**config.mk**
```make
export PLATFORM = sky130hd
export DESIGN_NAME = rs_wakeup_select
export DESIGN_NICKNAME = d
export VERILOG_FILES = /design/src/rtl/rs_wakeup_select.sv
export SDC_FILE = /design/constraint.sdc
export NUM_CORES = 1
export LEC_CHECK = 0
export ABC_AREA = 1
export CAP_MARGIN = 20
export CORE_MARGIN = 8
export CORE_UTILIZATION = 40
export DETAILED_ROUTE_END_ITERATION = 6
export DONT_BUFFER_PORTS = 1
export PLACE_DENSITY = 0.57
export SLEW_MARGIN = 20
export SYNTH_ARGS = -nofsm -noshare
export SYNTH_HDL_FRONTEND = slang
export SYNTH_SLANG_ARGS = --single-unit
```
**constraint.sdc**
```tcl
create_clock -name clk -period 2.95 [get_ports clk]
set_input_delay 0.885 -clock clk [delete_from_list [all_inputs] [get_ports clk]]
set_output_delay 0.885 -clock clk [all_outputs]
set_load 0.01 [all_outputs]
```
**src/rtl/rs_wakeup_select.sv**
```systemverilog
// =============================================================================
// Module      : rs_wakeup_select
// Description : Reservation station with multi-CDB/commit wakeup, dispatch
//               bypass, age-ordered selection and valid/ready issue.
// Revision    : 1.0
// =============================================================================
`default_nettype none

module rs_wakeup_select #(
    parameter int SIZE    = 4,
    parameter int NUM_CDB = 2,
    parameter int WIDTH   = 16,
    parameter int TAG_W   = 3,
    parameter int OP_W    = 4
) (
    input  logic                       clk,
    input  logic                       rst_n,
    input  logic                       flush,
    input  logic                       disp_valid,
    output logic                       disp_ready,
    input  logic [OP_W-1:0]            disp_op,
    input  logic [WIDTH-1:0]           disp_vj,
    input  logic [WIDTH-1:0]           disp_vk,
    input  logic [WIDTH-1:0]           disp_pc,
    input  logic [TAG_W-1:0]           disp_qj,
    input  logic [TAG_W-1:0]           disp_qk,
    input  logic [TAG_W-1:0]           disp_dest,
    input  logic [NUM_CDB-1:0]         cdb_valid,
    input  logic [NUM_CDB*TAG_W-1:0]   cdb_tag,
    input  logic [NUM_CDB*WIDTH-1:0]   cdb_value,
    input  logic                       commit_valid,
    input  logic [TAG_W-1:0]           commit_tag,
    input  logic [WIDTH-1:0]           commit_value,
    output logic                       iss_valid,
    input  logic                       iss_ready,
    output logic [OP_W-1:0]            iss_op,
    output logic [WIDTH-1:0]           iss_vj,
    output logic [WIDTH-1:0]           iss_vk,
    output logic [WIDTH-1:0]           iss_pc,
    output logic [TAG_W-1:0]           iss_dest,
    output logic [$clog2(SIZE+1)-1:0]  count
);

    localparam int               CNT_W   = $clog2(SIZE+1);
    localparam int               IDX_W   = $clog2(SIZE);
    localparam logic [TAG_W-1:0] INV_TAG = '1;

    logic [SIZE-1:0]  busy_q, busy_d, rj_q, rj_d, rk_q, rk_d;
    logic [OP_W-1:0]  op_q   [SIZE];
    logic [OP_W-1:0]  op_d   [SIZE];
    logic [WIDTH-1:0] vj_q   [SIZE];
    logic [WIDTH-1:0] vj_d   [SIZE];
    logic [WIDTH-1:0] vk_q   [SIZE];
    logic [WIDTH-1:0] vk_d   [SIZE];
    logic [WIDTH-1:0] pc_q   [SIZE];
    logic [WIDTH-1:0] pc_d   [SIZE];
    logic [TAG_W-1:0] qj_q   [SIZE];
    logic [TAG_W-1:0] qj_d   [SIZE];
    logic [TAG_W-1:0] qk_q   [SIZE];
    logic [TAG_W-1:0] qk_d   [SIZE];
    logic [TAG_W-1:0] dest_q [SIZE];
    logic [TAG_W-1:0] dest_d [SIZE];
    logic [SIZE-1:0]  older_q [SIZE];
    logic [SIZE-1:0]  older_d [SIZE];

    logic [SIZE-1:0]  ready_w, sel_w;
    logic [IDX_W-1:0] alloc_idx_w;
    logic             disp_fire_w, iss_fire_w;
    logic [WIDTH:0]   snp_j_w, snp_k_w;

    // Returns {hit, value}; lowest CDB index wins, commit is the fallback.
    function automatic logic [WIDTH:0] snoop(input logic [TAG_W-1:0] tag);
        logic [WIDTH:0] res;
        res = '0;
        if (tag != INV_TAG) begin
            if (commit_valid && commit_tag == tag)
                res = {1'b1, commit_value};
            for (int b = NUM_CDB-1; b >= 0; b--)
                if (cdb_valid[b] && cdb_tag[b*TAG_W +: TAG_W] == tag)
                    res = {1'b1, cdb_value[b*WIDTH +: WIDTH]};
        end
        return res;
    endfunction

    assign ready_w     = busy_q & rj_q & rk_q;
    assign disp_ready  = ~(&busy_q);
    assign iss_valid   = |ready_w;
    assign disp_fire_w = disp_valid && disp_ready && !flush;
    assign iss_fire_w  = iss_valid && iss_ready && !flush;

    always_comb begin
        alloc_idx_w = '0;
        for (int i = SIZE-1; i >= 0; i--)
            if (!busy_q[i]) alloc_idx_w = IDX_W'(i);
    end

    // An entry is selected when it is older than every other ready entry.
    always_comb begin
        sel_w = '0;
        for (int i = 0; i < SIZE; i++) begin
            sel_w[i] = ready_w[i];
            for (int j = 0; j < SIZE; j++)
                if (j != i && ready_w[j] && !older_q[i][j]) sel_w[i] = 1'b0;
        end
    end

    always_comb begin
        iss_op   = '0;
        iss_vj   = '0;
        iss_vk   = '0;
        iss_pc   = '0;
        iss_dest = '0;
        count    = '0;
        for (int i = 0; i < SIZE; i++) begin
            if (sel_w[i]) begin
                iss_op   = iss_op   | op_q[i];
                iss_vj   = iss_vj   | vj_q[i];
                iss_vk   = iss_vk   | vk_q[i];
                iss_pc   = iss_pc   | pc_q[i];
                iss_dest = iss_dest | dest_q[i];
            end
            count = count + CNT_W'(busy_q[i]);
        end
    end

    always_comb begin
        busy_d  = busy_q;
        rj_d    = rj_q;
        rk_d    = rk_q;
        op_d    = op_q;
        vj_d    = vj_q;
        vk_d    = vk_q;
        pc_d    = pc_q;
        qj_d    = qj_q;
        qk_d    = qk_q;
        dest_d  = dest_q;
        older_d = older_q;
        snp_j_w = '0;
        snp_k_w = '0;
        for (int i = 0; i < SIZE; i++) begin
            if (busy_q[i] && !rj_q[i]) begin
                snp_j_w = snoop(qj_q[i]);
                if (snp_j_w[WIDTH]) begin
                    vj_d[i] = snp_j_w[WIDTH-1:0];
                    rj_d[i] = 1'b1;
                end
            end
            if (busy_q[i] && !rk_q[i]) begin
                snp_k_w = snoop(qk_q[i]);
                if (snp_k_w[WIDTH]) begin
                    vk_d[i] = snp_k_w[WIDTH-1:0];
                    rk_d[i] = 1'b1;
                end
            end
            if (iss_fire_w && sel_w[i]) begin
                busy_d[i] = 1'b0;
                rj_d[i]   = 1'b0;
                rk_d[i]   = 1'b0;
                qj_d[i]   = INV_TAG;
                qk_d[i]   = INV_TAG;
            end
        end
        if (disp_fire_w) begin
            busy_d[alloc_idx_w] = 1'b1;
            op_d[alloc_idx_w]   = disp_op;
            pc_d[alloc_idx_w]   = disp_pc;
            dest_d[alloc_idx_w] = disp_dest;
            qj_d[alloc_idx_w]   = disp_qj;
            qk_d[alloc_idx_w]   = disp_qk;
            snp_j_w = snoop(disp_qj);
            snp_k_w = snoop(disp_qk);
            vj_d[alloc_idx_w] = snp_j_w[WIDTH] ? snp_j_w[WIDTH-1:0] : disp_vj;
            vk_d[alloc_idx_w] = snp_k_w[WIDTH] ? snp_k_w[WIDTH-1:0] : disp_vk;
            rj_d[alloc_idx_w] = (disp_qj == INV_TAG) || snp_j_w[WIDTH];
            rk_d[alloc_idx_w] = (disp_qk == INV_TAG) || snp_k_w[WIDTH];
            // New entry is younger than every entry currently resident.
            older_d[alloc_idx_w] = '0;
            for (int j = 0; j < SIZE; j++)
                older_d[j][alloc_idx_w] = busy_q[j];
        end
    end

    always_ff @(posedge clk) begin
        if (!rst_n || flush) begin
            busy_q <= '0;
            rj_q   <= '0;
            rk_q   <= '0;
            for (int i = 0; i < SIZE; i++) begin
                op_q[i]    <= '0;
                vj_q[i]    <= '0;
                vk_q[i]    <= '0;
                pc_q[i]    <= '0;
                qj_q[i]    <= INV_TAG;
                qk_q[i]    <= INV_TAG;
                dest_q[i]  <= '0;
                older_q[i] <= '0;
            end
        end else begin
            busy_q  <= busy_d;
            rj_q    <= rj_d;
            rk_q    <= rk_d;
            op_q    <= op_d;
            vj_q    <= vj_d;
            vk_q    <= vk_d;
            pc_q    <= pc_d;
            qj_q    <= qj_d;
            qk_q    <= qk_d;
            dest_q  <= dest_d;
            older_q <= older_d;
        end
    end

endmodule

`default_nettype wire

```
==> reports/metrics.cfg, run 1 <==
[run_status]
status = finished with violations
violations = negative setup slack

[pwr]
pwr-share-clk_pct = 46.6
vdd_drop_max_v = 0.0003644
p_sw_share_pct = 27.99
p_comb_share_pct = 13.0
pwr-share-seq_pct = 40.4
p_leak_uw = 0.01086
p_sw_uw = 2545
powerDensity_nw_per_um2 = 415.2
p_int_uw = 6546

[sta]
hold_viol = 0
worst_slack_ps = -55.44
skew_ps = 11.15
max_freq_mhz = 332.7
grt_setup_unrepaired = true
worst_pin_slew_ps = 780.2
fin_crit_ps = 3005
max-slew-margin-rel_pct = 47.91
finalCritPeriodShare_pct = 101.9
finalMaxSlewViolations = 0
finalSetupViolations = 15

[grt]
grt.total_usage_pct = 28.68
grt_pass1_vias = 20414
grt-ovfl-total = 0
grt_max_degree = 97
grt_pass1_wl_mm = 127.1
antenna_found_initial = 2

[placement]
place_ws_ps = 148.9
placedCellCount = 4012
io_buffers = 0
dp_hpwl_mm = 58.10
place.gp.congestion = 1.021

[die]
die_h_um = 236.7
die_w_um = 236.7
pin_count = 186
start_util_pct = 40.15
rows = 81
core_area_sq_um = 48550
floorplan.die_area_sq_um = 56040

[worst_setup_path]
startpoint = rk_q[1]$_SDFF_PP0_
cp-end-kind = output port
critical_path.n_buffers_inverters = 3
worstPathMaxFanout = 6
crit_arrival_ps = 2120
cp-endpoint = iss_vk[2]
critPathMaxStageDelay_ps = 360
r2r-end = qj_q[5]$_SDFF_PP1_
start_kind = flop
crit_family = simple AND/OR/NAND/NOR gates
cp_cell_sequence = nand3_4 > or2_4 > o211ai_1 > inv_2 > buf_6 > clkbuf_16 > nand2_2 > nand4_1
crit_cells = 8
cpMaxStageDelayCell = dfxtp_4
r2r_start = busy_q[1]$_SDFF_PP0_
critPathKind = reg -> out
rrSetupSlack_ps = 350
cp.required_ps = 2070
reg2reg_depth = 10

[detailed_routing]
via_per_inst = 5.446
antenna_left = 0
routedWlPerCell_um = 20.55
dr.pass1.iters = 7
remaining_drc_errors = 0
drt_wl_total_mm = 84.01
drt_iter0_drc = 2136
vias = 22267

[synth]
synthFlopType = dfxtp_1
synth_area_per_cell_sq_um = 5.515
synth_top_area_cell = dfxtp_1
mappedNetlistArea_sq_um = 19490
ys.warnings.count = 0
ys_seq_area_share_pct = 27.53
synthTopCellsByArea = dfxtp_1 (28%), nand2_1 (27%), nor2_1 (14%)
synthArstFlopShare_pct = 0
synth-edff-count = 0
synth_nets = 3664
syn_inst = 3534
yosys.area.top_type_share_pct = 27.53
synth_seq_cells = 268
synth_cell_type_count = 43

[clocking]
cts.sinks = 268
clk_latency_ps = 550
h-tree-depth = 2
cts_max_path_buffers = 3
clkSlewWorstSetupHoldPaths_ps = 50
clockRootBuffer = clkbuf_16
cts_tree = done
cts_buffers = 34

[finish]
nets = 3578
fillers = 5345
drive_above_1_share_pct = 9.636
synthToLayoutAreaGrowth_pct = 12.35
finalNonFillerCells = 4089

[worst_hold_path]
hp-class = in -> reg

[run]
cap_violations = 0

layout by cell type (no fill, tap or decap), drive strengths merged, types with 3 or more instances in the layout:
cell type,netlist,routed
nand3,376,376
bufinv,0,3
ha,3,3
nor2,735,735
clkinv,4,8
o22ai,24,24
nand4,63,63
a21oi,74,74
dfxtp,268,268
o21ai,182,182
o21bai,4,4
clkbuf,83,53
nor3,7,7
xor2,6,6
nand2,1427,1427
buf,143,99
inv,124,123
state kept, by name, summed over array words and instances (netlist names):
| signal | flops |
|---|---|
| older_q | 12 |
| qj_q | 12 |
| busy_q | 4 |
| qk_q | 12 |
| rk_q | 4 |
| vk_q | 64 |
| rj_q | 4 |
| op_q | 16 |
| dest_q | 12 |
| pc_q | 64 |
| vj_q | 64 |
Yosys cell counts (11+ instances only):
cell type and number:
o21ai_0 148, nand4_1 63, nand2_2 21, nand2_4 28, nor2_1 716, o21ai_1 34
nand3_1 364, a21oi_1 74, buf_2 93, nand3_2 11, buf_4 16, inv_1 107
dfxtp_1 268, buf_1 26, o22ai_1 24, clkbuf_1 81, nand2_1 1378, inv_2 16
power groups by stage:
stage                     sequential (uW)  clock [uW]  combinational, uW
final                                3670        4240               1180
after global routing                 3670        4460               1310
after CTS                            3670        4310               1160
after detailed placement             3750           0               1150
after global placement               3750           0               1150
after floorplan                      3750           0                934
layer usage:
layer | vias up | share of wire [%] | track usage [%] | routed length [um]
li1 | 10991 | - | - | -
met1 | 10093 | 44 | 38.35 | 36620
met2 | 1010 | 44 | 44.86 | 36630
met3 | 173 | 9.0 | 6.661 | 7584
met4 | 0 | 3.8 | 9.998 | 3174
met5 | - | 0 | 0 | 0
timing repair:
item                                    CTS  global route
pin swaps                                56            25
buffers inserted                          9             2
endpoints found under the setup margin   58            56
hold buffers                              0             0
resized for setup                        43            74
cloned                                    6             6
cell type report:
cell class | count | area (sq um) | share of cell area [%]
well taps | 622 | 778.2 | 3.554
clock inverters | 6 | 127.6 | 0.5828
diodes | 1 | 2.502 | 0.01143
multi-input cells | 2912 | 12830 | 58.60
flip-flops and latches | 268 | 5391 | 24.62
inverters | 128 | 504.2 | 2.303
clock buffers | 48 | 974.7 | 4.451
repair buffers | 104 | 1286 | 5.874
worst min path at each step:
stage,endpoint,startpoint,cells past startpoint,slack [ps]
after floorplan,older_q[7]$_SDFFE_PP0P_,older_q[7]$_SDFFE_PP0P_,2,440
after global placement,older_q[7]$_SDFFE_PP0P_,older_q[7]$_SDFFE_PP0P_,2,460
after detailed placement,older_q[7]$_SDFFE_PP0P_,older_q[7]$_SDFFE_PP0P_,2,450
after CTS,older_q[5]$_SDFFE_PP0P_,disp_valid,1,410
after global routing,older_q[5]$_SDFFE_PP0P_,disp_valid,1,430
final,older_q[5]$_SDFFE_PP0P_,disp_valid,1,440
cells by family after synthesis:
| kind of cell | Yosys count | synth area share (%) |
|---|---|---|
| flip-flops | 268 | 27.53 |
| XOR/XNOR | 8 | 0.3595 |
| AO/OA/AOI/OAI | 290 | 7.723 |
| AND/OR/NAND/NOR | 2610 | 55.90 |
| buffers and inverters | 354 | 8.198 |
| adder cells (fa/ha/maj) | 4 | 0.2953 |
metrics by stage:
stage	power (uW)	cell area, sq um	TNS [ps]	util (%)	hold slack, ps
after floorplan	4682	19490	0	-	439.2
after global placement	4908	20030	0	41.27	459.4
after detailed placement	4906	20030	0	41.27	454.8
after CTS	9144	21520	-825.7	44.33	414.8
after global routing	9440	21900	-2772	45.11	431.2
final	9091	21900	-265.5	45.11	437.8
Note: power is estimated with default switching activity, not from simulation.
==> run 2: changes to the inputs <==
CORE_MARGIN = 2   (was 8)
==> run 2 against run 1 <==
Net effect:
- the run still ends with negative setup slack left
- utilization rose by 0.35 points
- power barely moved
- wire length rose by 2.4%
- flip-flop and latch count did not move
- register-to-register slack got worse by 150 ps
- setup slack improved by 38 ps
- critical path depth did not move
- combinational power barely moved
- sequential share of layout area rose by 0.10 points
==> reports/metrics.cfg, run 2 (synthesis gave the netlist of run 1 again) <==
[run_status]
status = finished with violations
violations = negative setup slack

[sta]
hold_viol = 0  ; unchanged
fin_crit_ps = 2967  ; -38.44 ps
worst_slack_ps = -17.00  ; +38.44 ps
skew_ps = 20.24  ; +9.094 ps
max-slew-margin-rel_pct = 40.80  ; -7.1 points
finalMaxSlewViolations = 0  ; unchanged
max_freq_mhz = 337.0  ; +1.3%
finalCritPeriodShare_pct = 100.6  ; -1.3 points
grt_setup_unrepaired = true
worst_pin_slew_ps = 888.0  ; +107.9 ps
finalSetupViolations = 7  ; -8

[pwr]
p_leak_uw = 0.01069  ; -1.6%
p_comb_share_pct = 13.3  ; +0.3 points
powerDensity_nw_per_um2 = 417.2  ; +0.48%
pwr-share-clk_pct = 46.3  ; -0.3 points
p_sw_share_pct = 28.50  ; +0.51 points
p_sw_uw = 2591  ; +1.8%
pwr-share-seq_pct = 40.4  ; about the same
vdd_drop_max_v = 0.0003861  ; +5.9%
p_int_uw = 6500  ; -0.70%

[clocking]
h-tree-depth = 2  ; unchanged
clockRootBuffer = clkbuf_16
holdBufCountCts = 0  ; unchanged
cts_tree = done
cts_buffers = 34  ; unchanged
clk_latency_ps = 560  ; about the same
cts_max_path_buffers = 3  ; unchanged
cts.sinks = 268  ; unchanged
clkSlewWorstSetupHoldPaths_ps = 60  ; about the same

[die]
floorplan.die_area_sq_um = 50510  ; -9.9%
pin_count = 186  ; unchanged
die_w_um = 224.7  ; -5.1%
start_util_pct = 40.65  ; +0.50 points
die_h_um = 224.7  ; -5.1%
rows = 80  ; -1.2%
core_area_sq_um = 47950  ; -1.2%

[grt]
grt_pass1_vias = 21236  ; +4.0%
antenna_found_initial = 1  ; -1
grt_max_degree = 69  ; -29%
grt_pass1_wl_mm = 128.9  ; +1.4%
grt-ovfl-total = 0  ; unchanged
grt.total_usage_pct = 33.04  ; +4.4 points

[detailed_routing]
drt_wl_total_mm = 86.06  ; +2.4%
antenna_left = 0  ; unchanged
dr.pass1.iters = 6  ; -1
routedWlPerCell_um = 21.03  ; +2.4%
drt_iter0_drc = 2295  ; +7.4%
remaining_drc_errors = 0  ; unchanged
via_per_inst = 5.571  ; +2.3%
vias = 22798  ; +2.4%

[finish]
top_regs = pc_q x64, vj_q x64, vk_q x64
final_common_cell = nand2_1
fillers = 5185  ; -3.0%
synthToLayoutAreaGrowth_pct = 11.83
fin_util_pct = 45.46  ; +0.35 points
regArea_sq_um = 5389  ; about the same
nets = 3587  ; +0.25%
multi_input_area_sq_um = 12720  ; -0.90%
final_cell_mix = nand2_1 (1355), nor2_1 (710), nand3_1 (359)
antenna_cells = 0  ; -1
drive_above_1_share_pct = 9.261  ; -0.38 points

[placement]
dp_hpwl_mm = 59.18  ; +1.9%
io_buffers = 0  ; unchanged
place_ws_ps = 108.8  ; -40.11 ps
place.gp.congestion = 0.9682  ; -5.2%

[worst_setup_path]
rrSetupSlack_ps = 200  ; -150 ps
start_kind = flop
crit_arrival_ps = 2080  ; -40 ps
worstPathMaxFanout = 6  ; unchanged
r2r-end = vk_q[16]$_SDFF_PP0_
r2r_start = busy_q[1]$_SDFF_PP0_
reg2reg_depth = 11  ; +1
cp.required_ps = 2070  ; about the same
cp-end-kind = output port
critPathKind = reg -> out

[worst_hold_path]
hold-path-cell-count = 1  ; unchanged
worstHoldStart = disp_valid
hold-path-endpoint = older_q[5]$_SDFFE_PP0P_
hp-class = in -> reg

[run]
cap_violations = 0  ; unchanged

[run 2: cell count changes in the layout (fill, tap and decap cells not counted), moves of 2 or more]
cell / before / now
inv_2: 18 / 20
nand2_1: 1327 / 1355
buf_4: 65 / 77
nand2_4: 44 / 32
clkbuf_8: 5 / 10
nand2_2: 56 / 40
clkbuf_1: 8 / 4
bufinv_16: 3 / 1
[run 2: critical path, cell delays in order, from the launching register on]
cell,delay (ps)
dfxtp_2,350
nand3_4,90
or2_4,230
o211ai_1,120
inv_2,150
buf_12,170
buf_16,160
nand2_2,60
nand4_1,220
[run 2: layout make-up]
class                      count  share of cell area [%]
sequential                   268                   24.73
tap                          615                   3.531
clock buffer                  49                   4.719
multi-input combinational   2912                   58.35
inverter                     128                   2.302
timing repair buffer         113                   5.982
clock inverter                 7                  0.3904
[run 2: worst max path at each step]
| stage | slack, ps | to | depth (start not counted) | start |
|---|---|---|---|---|
| 3_3_place_gp | 110 | iss_vj[12] | 7 | busy_q[0]$_SDFF_PP0_ |
| 4_1_cts | -10 | iss_vj[12] | 10 | rj_q[1]$_SDFF_PP0_ |
| 2_1_floorplan | 500 | iss_dest[0] | 8 | busy_q[1]$_SDFF_PP0_ |
| 5_1_grt | -80 | iss_vk[6] | 8 | rj_q[1]$_SDFF_PP0_ |
| 3_5_place_dp | 110 | iss_vj[12] | 7 | busy_q[0]$_SDFF_PP0_ |
| 6_report | -20 | iss_vk[3] | 8 | rj_q[1]$_SDFF_PP0_ |
[run 2: stage by stage]
step | TNS, ps | hold WS (ps) | power (uW) | instances | area, sq um
5_1_grt | -1481 | 437.9 | 9449 | 4092 | 21790
2_1_floorplan | 0 | 439.2 | 4682 | 3534 | 19490
3_3_place_gp | 0 | 450.1 | 4927 | 4013 | 20080
4_1_cts | -11.23 | 415.1 | 9155 | 4088 | 21610
3_5_place_dp | 0 | 452.1 | 4938 | 4013 | 20080
6_report | -44.54 | 441.5 | 9092 | 4092 | 21790
[run 2: layer usage]
layer / part of all wire [%] / GRT usage, % / vias up / wire [um]
li1: - / - / 11009 / -
met1: 43 / 44.19 / 10541 / 36920
met2: 45 / 53.84 / 1091 / 38580
met3: 9.1 / 5.683 / 157 / 7821
met4: 3.2 / 11.02 / 0 / 2741
met5: 0 / 0 / - / 0
[run 2: repair_timing]
item                                    CTS  global route
pin swaps                                30            30
resized for setup                        47            31
buffers inserted                         15             0
endpoints found under the setup margin   58            56
cloned                                    5             5
[run 2: power groups by stage]
stage / combinational, uW / clock, uW / sequential [uW]
after global routing: 1340 / 4440 / 3670
after detailed placement: 1190 / 0 / 3750
final: 1210 / 4210 / 3670
after global placement: 1180 / 0 / 3750
after CTS: 1190 / 4290 / 3670
after floorplan: 934 / 0 / 3750
==> run 3: changes to the inputs <==
CELL_PAD_IN_SITES_DETAIL_PLACEMENT = 0   (was not set)
CELL_PAD_IN_SITES_GLOBAL_PLACEMENT = 2   (was not set)
CORE_UTILIZATION = 33   (was 40)
HOLD_SLACK_MARGIN = 0.1   (was not set)
PLACE_DENSITY = 0.84   (was 0.57)
SLEW_MARGIN = not set   (was 20)
==> run 3 against run 2 <==
Net effect:
- the flow still finishes with violations (negative setup slack)
- utilization down 7.1 points
- fmax down 1.7%
- non-clock buffer count rose by 5
- die area increased by 21%
- critical path type unchanged
- largest cell class unchanged
==> reports/metrics.cfg, run 3 (synthesis gave the netlist of run 1 again) <==
[die]
die_h_um = 247.0  ; +9.9%
rows = 89  ; +11%
core_area_sq_um = 58690  ; +22%
floorplan.die_area_sq_um = 61020  ; +21%
start_util_pct = 33.21  ; -7.4 points
die_w_um = 247.0  ; +9.9%
pin_count = 186  ; unchanged

[sta]
skew_ps = 19.83  ; -0.4071 ps
worst_slack_ps = -68.28  ; -51.28 ps
max-slew-margin-rel_pct = 35.99  ; -4.8 points
hold_viol = 0  ; unchanged
fin_tns_setup_ps = -1547  ; -1502 ps
finalHoldWorstSlack_ps = 433.7  ; -7.828 ps
fin_crit_ps = 3018  ; +51.28 ps
finalMaxSlewViolations = 0  ; unchanged
grt_setup_unrepaired = true
finalSetupViolations = 47  ; +40
worst_pin_slew_ps = 960.2  ; +72.15 ps
max_freq_mhz = 331.3  ; -1.7%
finalCritPeriodShare_pct = 102.3  ; +1.7 points

[worst_setup_path]
cp.required_ps = 2070  ; about the same
start_kind = flop
reg2reg_depth = 10  ; -1
worstPathMaxFanout = 7  ; +1
rrSetupSlack_ps = 300  ; +100 ps
cp-end-kind = output port
crit_arrival_ps = 2130  ; +50 ps
critPathKind = reg -> out

[grt]
grt.total_usage_pct = 28.87  ; -4.2 points
grt-ovfl-total = 0  ; unchanged
grt_max_degree = 86  ; +25%
grt_pass1_wl_mm = 133.7  ; +3.7%
grt_pass1_vias = 20563  ; -3.2%
use_met2_pct = 45.65  ; -8.2 points
grtUsageMet3_pct = 5.524  ; -0.16 points
antenna_found_initial = 4  ; +3
grt_util_met1_pct = 38.32  ; -5.9 points
grt.busiest_layer = met2

[pwr]
p_sw_uw = 2695  ; +4.0%
powerDensity_nw_per_um2 = 415.8  ; -0.34%
pwr-share-clk_pct = 47.8  ; +1.5 points
pwr-share-seq_pct = 39.3  ; -1.1 points
p_comb_share_pct = 12.9  ; -0.4 points
vdd_drop_max_v = 0.0003504  ; -9.2%
p_sw_share_pct = 28.82  ; +0.32 points
p_leak_uw = 0.01110  ; +3.8%
p_int_uw = 6655  ; +2.4%

[run]
cap_violations = 0  ; unchanged

[run_status]
status = finished with violations
violations = negative setup slack

[detailed_routing]
dr.pass1.iters = 7  ; +1
vias = 22297  ; -2.2%
via_per_inst = 5.229  ; -6.1%
routedWlPerCell_um = 21.66  ; +3.0%
drt_wl_total_mm = 92.34  ; +7.3%
remaining_drc_errors = 0  ; unchanged
antenna_left = 0  ; unchanged
drt_iter0_drc = 2163  ; -5.8%

[placement]
io_buffers = 0  ; unchanged
place.gp.congestion = 0.9210  ; -4.9%
dp_hpwl_mm = 60.79  ; +2.7%

[finish]
nets = 3594  ; +0.20%
final_cell_mix = nand2_1 (1328), nor2_1 (709), nand3_1 (359)
top_regs = pc_q x64, vj_q x64, vk_q x64
final_common_cell = nand2_1
drive_above_1_share_pct = 10.37  ; +1.1 points
synthToLayoutAreaGrowth_pct = 15.39
fillers = 6602  ; +27%
antenna_cells = 0  ; unchanged

[clocking]
clkSlewWorstSetupHoldPaths_ps = 60  ; about the same
cts_max_path_buffers = 3  ; unchanged
h-tree-depth = 2  ; unchanged
clockRootBuffer = clkbuf_16
cts_tree = done
cts.sinks = 268  ; unchanged
clk_latency_ps = 570  ; about the same
holdBufCountCts = 0  ; unchanged
cts_buffers = 36  ; +5.9%

[worst_hold_path]
hold-path-cell-count = 1  ; unchanged
hp-class = in -> reg

==> run 3: cell types whose count changed in the layout (fill, tap and decap cells not counted), sizes merged <==
cell,delta
inv,+1
buf,+2
clkbuf,+8
clkinvlp,-1
clkinv,+4
==> run 3: routing by layer <==
| layer | part of all wire (%) | up-vias | routed length [um] |
|---|---|---|---|
| met5 | 0.014 | - | 13 |
| met4 | 4.5 | 2 | 4172 |
| met3 | 8.4 | 166 | 7737 |
| met2 | 44 | 877 | 40570 |
| met1 | 43 | 10218 | 39840 |
| li1 | - | 11034 | - |
==> run 3: path summary, 6_finish.rpt <==
check / from / end
worst max-delay path: busy_q[0]$_SDFF_PP0_ / iss_vk[7]
worst min-delay path: disp_valid / older_q[5]$_SDFFE_PP0P_
worst max register to register: busy_q[2]$_SDFF_PP0_ / qk_q[3]$_SDFF_PP1_
worst min register to register: older_q[7]$_SDFFE_PP0P_ / older_q[7]$_SDFFE_PP0P_
==> run 3: layout make-up <==
cell class              count  area (sq um)  area share, %
multi-input cells        2912         12880          57.26
flip-flops and latches    268          5385          23.95
repair buffers            118          1538          6.838
clock buffers              54          1089          4.840
well taps                 773         967.2          4.301
inverters                 128         519.2          2.309
clock inverters            11         113.9         0.5063
==> run 3: power by group through the flow <==
stage / clock network (uW) / registers (uW) / logic, uW
2_1_floorplan: 0 / 3750 / 934
3_3_place_gp: 0 / 3750 / 1190
3_5_place_dp: 0 / 3750 / 1180
4_1_cts: 4530 / 3670 / 1190
5_1_grt: 4670 / 3680 / 1340
6_report: 4470 / 3670 / 1200
==> run 3: stage by stage <==
| stage | area, sq um | power (uW) | setup slack (ps) | std cells | utilization [%] |
|---|---|---|---|---|---|
| floorplan | 19490 | 4682 | 501.2 | 3534 | - |
| global placement | 20290 | 4940 | 233.9 | 4162 | 34.58 |
| detailed placement | 20290 | 4936 | 226.6 | 4162 | 34.58 |
| CTS | 22070 | 9397 | -89.19 | 4250 | 37.61 |
| global route | 22490 | 9684 | -136.7 | 4264 | 38.32 |
| finish | 22490 | 9350 | -68.28 | 4264 | 38.32 |
==> run 3: worst max-delay path: stages (launching register included) <==
cell and delay, ps:
dfxtp_4 360, nand3_4 100, buf_6 120, nor2_2 30, nor2_1 80, o211ai_1 110
inv_2 150, buf_12 210, buf_16 190, nand2_1 60, nand4_1 160
==> run 3: what timing repair did <==
| item | in CTS | in global routing |
|---|---|---|
| setup buffers | 15 | 6 |
| setup endpoints to repair | 57 | 56 |
| resized for setup | 76 | 58 |
| pin swaps | 38 | 30 |
| cloned | 8 | 9 |
